File: src/rtl/id_ex_stage.sv
// ID/EX pipeline stage: register file read, immediate extension, destination selection, hazard history.
// Optional macro REGFILE_BYPASS_EN: same-cycle writeback data is forwarded into the register reads.
module id_ex_stage #(
  parameter int unsigned NREG     = 32,
  parameter int unsigned DW       = 32,
  parameter int unsigned JAL_LINK = 31
) (
  input  logic          clock,
  input  logic          reset,
  input  logic [5:0]    opcode,
  input  logic [4:0]    rs,
  input  logic [4:0]    rt,
  input  logic [4:0]    rd,
  input  logic [5:0]    func,
  input  logic [4:0]    shamt,
  input  logic [15:0]   immediate,
  input  logic [25:0]   address,
  input  logic [7:0]    controller,
  input  logic          flush,
  input  logic          wb_we,
  input  logic [4:0]    wb_addr,
  input  logic [DW-1:0] wb_data,
  output logic [5:0]    ex_opcode,
  output logic [5:0]    ex_func,
  output logic [4:0]    ex_shamt,
  output logic [DW-1:0] ex_rs_data,
  output logic [DW-1:0] ex_rt_data,
  output logic [31:0]   ex_imm,
  output logic [25:0]   ex_jaddr,
  output logic [4:0]    ex_dest,
  output logic          ex_mem_read,
  output logic          ex_valid,
  output logic [4:0]    rd_fut_1,
  output logic [4:0]    rd_fut_2,
  output logic [4:0]    rd_fut_3,
  output logic [5:0]    op_fut_1,
  output logic [5:0]    op_fut_2
);

  localparam logic [5:0] OpRtype = 6'b000000;
  localparam logic [5:0] OpJal   = 6'b000011;
  localparam logic [5:0] OpLw    = 6'b100011;
  localparam logic [5:0] FnJr    = 6'b001000;

  logic [DW-1:0] regs_q [NREG];
  logic [DW-1:0] regs_d [NREG];

  logic [5:0]    opcode_d, opcode_q, func_d, func_q, op_fut_2_d, op_fut_2_q;
  logic [4:0]    shamt_d, shamt_q, dest_d, dest_q;
  logic [4:0]    rd_fut_2_d, rd_fut_2_q, rd_fut_3_d, rd_fut_3_q;
  logic [DW-1:0] rs_data_d, rs_data_q, rt_data_d, rt_data_q;
  logic [31:0]   imm_d, imm_q;
  logic [25:0]   jaddr_d, jaddr_q;
  logic          mem_read_d, mem_read_q, valid_d, valid_q;

  logic          wb_hit;
  logic          slot_valid;
  logic [4:0]    dest_raw;
  logic [DW-1:0] rs_rd, rt_rd;

  assign wb_hit     = wb_we && (wb_addr != 5'd0);
  assign slot_valid = (controller[1:0] == 2'b11) && !flush;

  always_comb begin
    regs_d = regs_q;
    if (wb_hit) regs_d[wb_addr] = wb_data;
  end

  always_comb begin
    rs_rd = (rs == 5'd0) ? '0 : regs_q[rs];
    rt_rd = (rt == 5'd0) ? '0 : regs_q[rt];
`ifdef REGFILE_BYPASS_EN
    if (wb_hit && (wb_addr == rs)) rs_rd = wb_data;
    if (wb_hit && (wb_addr == rt)) rt_rd = wb_data;
`endif
  end

  always_comb begin
    dest_raw = 5'd0;
    if (opcode == OpRtype) begin
      dest_raw = (func == FnJr) ? 5'd0 : rd;
    end else if (opcode == OpJal) begin
      dest_raw = 5'(JAL_LINK);
    end else if ((opcode == OpLw) || (opcode[5:3] == 3'b001)) begin
      dest_raw = rd;
    end
  end

  always_comb begin
    opcode_d   = '0;
    func_d     = '0;
    shamt_d    = '0;
    rs_data_d  = '0;
    rt_data_d  = '0;
    imm_d      = '0;
    jaddr_d    = '0;
    dest_d     = '0;
    mem_read_d = 1'b0;
    valid_d    = 1'b0;
    if (slot_valid) begin
      opcode_d   = opcode;
      func_d     = func;
      shamt_d    = shamt;
      rs_data_d  = rs_rd;
      rt_data_d  = rt_rd;
      imm_d      = {{16{immediate[15]}}, immediate};
      jaddr_d    = address;
      dest_d     = dest_raw;
      mem_read_d = controller[7];
      valid_d    = 1'b1;
    end
    // History shifts every cycle so bubbles age older destinations out.
    rd_fut_2_d = dest_q;
    rd_fut_3_d = rd_fut_2_q;
    op_fut_2_d = opcode_q;
  end

  always_ff @(posedge clock or posedge reset) begin
    if (reset) begin
      for (int i = 0; i < int'(NREG); i++) regs_q[i] <= '0;
      opcode_q   <= '0;
      func_q     <= '0;
      shamt_q    <= '0;
      rs_data_q  <= '0;
      rt_data_q  <= '0;
      imm_q      <= '0;
      jaddr_q    <= '0;
      dest_q     <= '0;
      mem_read_q <= 1'b0;
      valid_q    <= 1'b0;
      rd_fut_2_q <= '0;
      rd_fut_3_q <= '0;
      op_fut_2_q <= '0;
    end else begin
      regs_q     <= regs_d;
      opcode_q   <= opcode_d;
      func_q     <= func_d;
      shamt_q    <= shamt_d;
      rs_data_q  <= rs_data_d;
      rt_data_q  <= rt_data_d;
      imm_q      <= imm_d;
      jaddr_q    <= jaddr_d;
      dest_q     <= dest_d;
      mem_read_q <= mem_read_d;
      valid_q    <= valid_d;
      rd_fut_2_q <= rd_fut_2_d;
      rd_fut_3_q <= rd_fut_3_d;
      op_fut_2_q <= op_fut_2_d;
    end
  end

  assign ex_opcode   = opcode_q;
  assign ex_func     = func_q;
  assign ex_shamt    = shamt_q;
  assign ex_rs_data  = rs_data_q;
  assign ex_rt_data  = rt_data_q;
  assign ex_imm      = imm_q;
  assign ex_jaddr    = jaddr_q;
  assign ex_dest     = dest_q;
  assign ex_mem_read = mem_read_q;
  assign ex_valid    = valid_q;
  assign rd_fut_1    = dest_q;
  assign rd_fut_2    = rd_fut_2_q;
  assign rd_fut_3    = rd_fut_3_q;
  assign op_fut_1    = opcode_q;
  assign op_fut_2    = op_fut_2_q;

endmodule

File: config.mk
export PLATFORM = sky130hd
export DESIGN_NAME = id_ex_stage
export DESIGN_NICKNAME = d
export VERILOG_FILES = /design/src/rtl/id_ex_stage.sv
export SDC_FILE = /design/constraint.sdc
export NUM_CORES = 2
export LEC_CHECK = 0
export BUFFER_PORTS_ARGS = -buffer_cell sky130_fd_sc_hd__buf_2
export CAP_MARGIN = 0
export CORE_MARGIN = 8
export CORE_UTILIZATION = 25
export CTS_BUF_LIST = sky130_fd_sc_hd__clkbuf_4 sky130_fd_sc_hd__clkbuf_8 sky130_fd_sc_hd__clkbuf_16
export DETAILED_ROUTE_END_ITERATION = 12
export SYNTH_ARGS = -nofsm -noshare
export SYNTH_HDL_FRONTEND = slang
export SYNTH_SLANG_ARGS = --single-unit
File: constraint.sdc
create_clock -name clock -period 55.1 [get_ports clock]
set_input_delay 2.755 -clock clock [delete_from_list [all_inputs] [get_ports clock]]
set_output_delay 2.755 -clock clock [all_outputs]
set_load 0.01 [all_outputs]
* Yosys cells after proc, flatten, opt, wreduce, memory -nomap -nowiden
Cells that the tools add are included.
** Word-level totals
- Input port bits :: 123
- Register bits after elaboration :: 1186
- Output and inout port bits :: 173
** Operators by class
- Reductions and logical operators :: 9
- Order comparisons :: 4
- Bitwise operators :: 3
- Equal/unequal tests :: 5
- Mux-type cells :: 25
** Operators with widths (count)
- $bwmux 1024 :: 1
- $bmux 32 s5 :: 2
- $mux 32 :: 10
- $demux 32 s5 :: 1
- $mux 5 :: 6
- $mux 26 :: 1
- $ge 6x6->1 const B :: 3
- $not 5->6 :: 3
- $mux 6 :: 2
- $logic_not 5->1 :: 2
- $eq 6x2->1 const B :: 1
- $eq 6x4->1 const B :: 1
- $eq 6x6->1 const B :: 1
- $logic_not 6->1 :: 1
- $lt 6x1->1 const B :: 1
- $reduce_bool 5->1 :: 1
- $eq 3x1->1 const B :: 1
- $logic_and 1x1->1 :: 3
- $eq 2x2->1 const B :: 1
- $mux 1 :: 2
- $logic_not 1->1 :: 1
- $logic_or 1x1->1 :: 1

* Depth between registers and ports, before layout
- Depth in word-level cells :: 6
- Depth in mapped cells :: 9
- Mapped depth without buffers :: 6

* Worst setup path after synthesis
OpenSTA, ideal clock, no wires.
- Kind :: input to register
- Start point :: input port rs[1]
- End point :: register rs_data_q[10], in the netlist ex_rs_data[10]
- Stages on the path :: 6
- Arrival time :: 4075 ps
- Library setup time :: 138 ps
- Setup slack :: 50887 ps
- Cells stage by stage :: buf_2 -> buf_4 -> buf_2 -> mux4_2 -> mux2i_1 -> o211ai_1
** On the way
- Cells in the longest elaborated chain, start to end :: 6
** Ends and longest elaborated chain
- start, declared :: line 11 : input logic [4:0] rs,
- $not 5->6 (implied by the code) :: line 70 : rs_rd = (rs == 5'd0) ? '0 : regs_q[rs];
- $bmux 32 s5 :: line 70
- $mux 32 (implied by the code) (2 in a row) :: line 70
- $mux 32 (*) :: line 70
- $mux 32 (*) :: line 100 : if (slot_valid) begin
- net rs_data_d[10] :: line 51 : logic [DW-1:0] rs_data_d, rs_data_q, rt_data_d, rt_data_q;
- end signal, assigned :: line 139 : rs_data_q <= rs_data_d;
- end, declared :: line 51
Mark *: on every way through the listed nets, which the timed path passes. The rest lies on a longest branch. The select of a mux whose other input is x is not followed.
A chain may end at the register's enable or synchronous reset.

* Worst setup path after layout
- Start point :: input port controller[0]
- End point :: register rs_data_q[18], in the netlist ex_rs_data[18]
** On the way
- Cells in the longest elaborated chain, start to end :: 3
** Ends and longest elaborated chain
- start, declared :: line 18 : input logic [7:0] controller,
- $eq 2x2->1 :: line 62 : assign slot_valid = (controller[1:0] == 2'b11) && !flush;
- $logic_and 1x1->1 :: line 62
- $mux 32 :: line 100
- net rs_data_d[18] :: line 51
The timed path passes the listed nets, and every way through them passes these cells.

==> results.json <==
{
  "status": "completed",
  "hold_slack_ps": 378,
  "clkSinkCount": 1170,
  "reg2reg_slack_ps": 53000,
  "drt_pass1_iterations": 6,
  "synth_nets": 4150,
  "hold_path.class": "reg -> reg",
  "rr_worst_depth": 4,
  "die_h_um": 501,
  "drive_above_1_share": 0.485,
  "slew_headroom": 0.194,
  "synth_adder_area_share": 0,
  "fin_crit_ps": 5710,
  "yosys.area_share.xor_xnor": 0,
  "grt_first_pass_wirelength_mm": 285,
  "ir_drop_v": 0.0000279,
  "synthSimpleGateAreaFrac": 0.0335,
  "setup.worst_path.class": "in -> reg",
  "drt_iter0_drc": 3142,
  "yosys.area.top_type": "dfrtp_1",
  "whs_path_depth": 0,
  "cts_inserted_buffers": 119,
  "yosysTopAreaCellShare": 0.498,
  "cts_setup_buffers": 0,
  "seq_area_sq_um": 29300,
  "clock_latency_ps": 770,
  "end_kind": "flop",
  "hold_viol_final": 0,
  "pwr-share-comb": 0.165,
  "clk_pin_slew_ps": 60,
  "met1_usage": 0.181,
  "ctsHtreeMaxLevel": 3,
  "dieArea_sq_um": 251000,
  "skew_ps": 34.3,
  "maxSlewViolCount": 0,
  "ant_nets": 0,
  "synthCells": 4027,
  "met2_usage": 0.258,
  "fin_crit_sh": 0.104,
  "synth_cell_types": 52,
  "grt_pass1_vias": 39500,
  "root_buffer": "clkbuf_16",
  "rr_endpoint": "ex_rt_data[2]",
  "ys_async_sr_fraction": 1.00,
  "setup_tns_ps": 0,
  "worstPathMaxFanout": 38,
  "grt_use_met3": 0.0261,
  "clock_path_buffers": 3,
  "rsz0062_at_grt": "false",
  "leakage_nw": 29.2,
  "ios": 296,
  "multi_input_area_sq_um": 27400,
  "postCtsHoldBufs": 0,
  "min_to": "rd_fut_3[1]",
  "r2r_start": "regs_q[2]",
  "area_growth_pct": 14.0,
  "synth-seq-cells": 1170,
  "drv_cap": 0,
  "synthMuxAreaShare": 0.385,
  "pwr-share-seq": 0.466,
  "routed_wl_mm": 198,
  "intPower_mw": 1.75,
  "die_w_um": 501,
  "switchingPower_uw": 630,
  "setup_violations": 0,
  "rows": 178,
  "cts_tree": "built",
  "synth_area_sq_um": 58800,
  "fin_cells": 7325,
  "swShare": 0.265,
  "synthTopCellsByArea": "dfrtp_1 (50%), mux2_2 (19%), mux4_2 (14%)",
  "pwr_density_cell_nw_per_um2": 35.5,
  "cp.required_ps": 55690,
  "hp-start": "rd_fut_2[1]",
  "grt.busiest_layer": "met2",
  "vias": 37600,
  "io_buffers": 290,
  "place_inst": 7091,
  "grt_max_degree": 175,
  "syn_area_per_cell_sq_um": 14.6,
  "synth_compound_gate_area_share": 0.0426,
  "nFillCells": 23700,
  "drt-wirelength-per-cell_um": 27.1,
  "synth_top_flop_cell": "dfrtp_1",
  "start_util": 0.251,
  "drc": 0,
  "start_kind": "input port",
  "layout.nets": 4185,
  "synth_top_family_by_area": "multiplexers",
  "finalWorstSetupSlack_ps": 49390,
  "post-dp-hpwl_mm": 114,
  "cts_resized": 0,
  "grt_overflow_total": 0,
  "clock.fmax_ghz": 0.175,
  "ys_warn_count": 0,
  "place.gp.congestion": 0.814,
  "post_drt_via_cell_ratio": 5.13,
  "core_sq_um": 235000,
  "seq_area_frac_synth": 0.498,
  "worstMarginPinSlew_ps": 1210,
  "antenna_found_initial": 19,
  "crit_arrival_ps": 6300,
  "clock_power_share": 0.369,
  "place_ws_ps": 48480,
  "synth-edff-count": 0,
  "grtUsageTotal": 0.152
}
## logic make-up (layout without fill, tap and decap cells)
family	Yosys count	count (layout)
muxes	1695	1695
buffers and inverters	472	603
AOI/OAI and AO/OA	355	355
other	0	17
DFF	1170	1170
and+or+nand+nor	335	335
## synth_stat cells (5+ instances only)
cell type / n
dfrtp_1: 1170
mux2_2: 974
mux4_2: 357
mux2i_1: 346
clkbuf_1: 203
buf_2: 170
nand3_1: 130
o22ai_1: 126
o21ai_1: 64
and2_1: 63
buf_4: 61
a22oi_1: 59
o211ai_1: 32
and4_1: 31
a221oi_2: 28
nand4_1: 28
o21ai_0: 24
buf_6: 23
nand2_1: 20
mux2_1: 18
nor2_1: 15
buf_1: 9
nor2_2: 8
nand3b_1: 6
nor3_1: 5
o21a_1: 5
## worst max-delay path by stage
stage | from | end | slack [ps] | cells after the start
final | controller[0] | ex_rs_data[18] | 49390 | 8
after CTS | rt[0] | ex_rt_data[16] | 49300 | 6
after detailed placement | rt[0] | ex_rt_data[16] | 48480 | 6
after floorplan | reset | ex_dest[0] | 19390 | 1
after global placement | rt[0] | ex_rt_data[16] | 48420 | 6
after global routing | reset | regs_q[249] | 49010 | 5
## metrics by stage
stage	total power, mW	util	area (sq um)
3_3_place_gp	1.49	0.268	62800
6_report	2.38	0.286	67100
2_1_floorplan	1.41	-	58800
3_5_place_dp	1.52	0.268	62800
4_1_cts	2.40	0.286	67100
5_1_grt	2.48	0.286	67100
## cell usage in the layout, fill, tap and decap left out, types with 18 or more instances in the layout
cell | netlist | final
mux2_2 | 974 | 974
nand3_1 | 130 | 129
o21ai_0 | 24 | 24
clkinv_2 | 0 | 20
a22oi_1 | 59 | 59
clkbuf_8 | 0 | 29
buf_2 | 170 | 285
a221oi_2 | 28 | 28
clkbuf_4 | 0 | 21
clkbuf_16 | 0 | 120
dfrtp_1 | 1170 | 1170
nor2_4 | 0 | 20
o211ai_1 | 32 | 32
and2_1 | 63 | 60
buf_4 | 61 | 91
mux2i_1 | 346 | 346
mux4_2 | 357 | 357
mux2_1 | 18 | 18
nand4_1 | 28 | 28
o21ai_1 | 64 | 64
and4_1 | 31 | 31
o22ai_1 | 126 | 126
## flip-flops by register name (all words and copies together), names as in the netlist, 6 cells and up
name and flops:
ex_rt_data 32, ex_func 6, ex_jaddr 26, regs_q 1024
ex_imm 16, op_fut_2 6, ex_rs_data 32, ex_opcode 6
## layer usage
metal / wire, um / vias to the layer above
met1: 76000 / 20200
met4: 12600 / 2
met5: 13 / -
met3: 11900 / 489
met2: 97700 / 1492
li1: - / 15400
## worst max-delay path, stage by stage
cell and delay, ps:
buf_2 160, nand3b_4 280, inv_4 590, and2_2 910, buf_4 780, nand3_1 120
and4_1 260, o211ai_1 340
## layout make-up
| class | count | share of cell area |
|---|---|---|
| flip-flops and latches | 1170 | 0.436 |
| multi-input cells | 2385 | 0.408 |
| well taps | 3150 | 0.0587 |
| clock buffers | 170 | 0.0530 |
| repair buffers | 382 | 0.0329 |
| clock inverters | 47 | 0.00996 |
| diodes | 17 | 0.000634 |
| inverters | 4 | 0.000373 |
## power groups by stage
stage | registers, mW | logic (mW) | clock network, mW
2_1_floorplan | 1.09 | 0.319 | 0
3_3_place_gp | 1.11 | 0.385 | 0
3_5_place_dp | 1.12 | 0.395 | 0
4_1_cts | 1.11 | 0.397 | 0.900
5_1_grt | 1.13 | 0.423 | 0.931
6_report | 1.11 | 0.394 | 0.879
(Power assumes the default switching activity.)
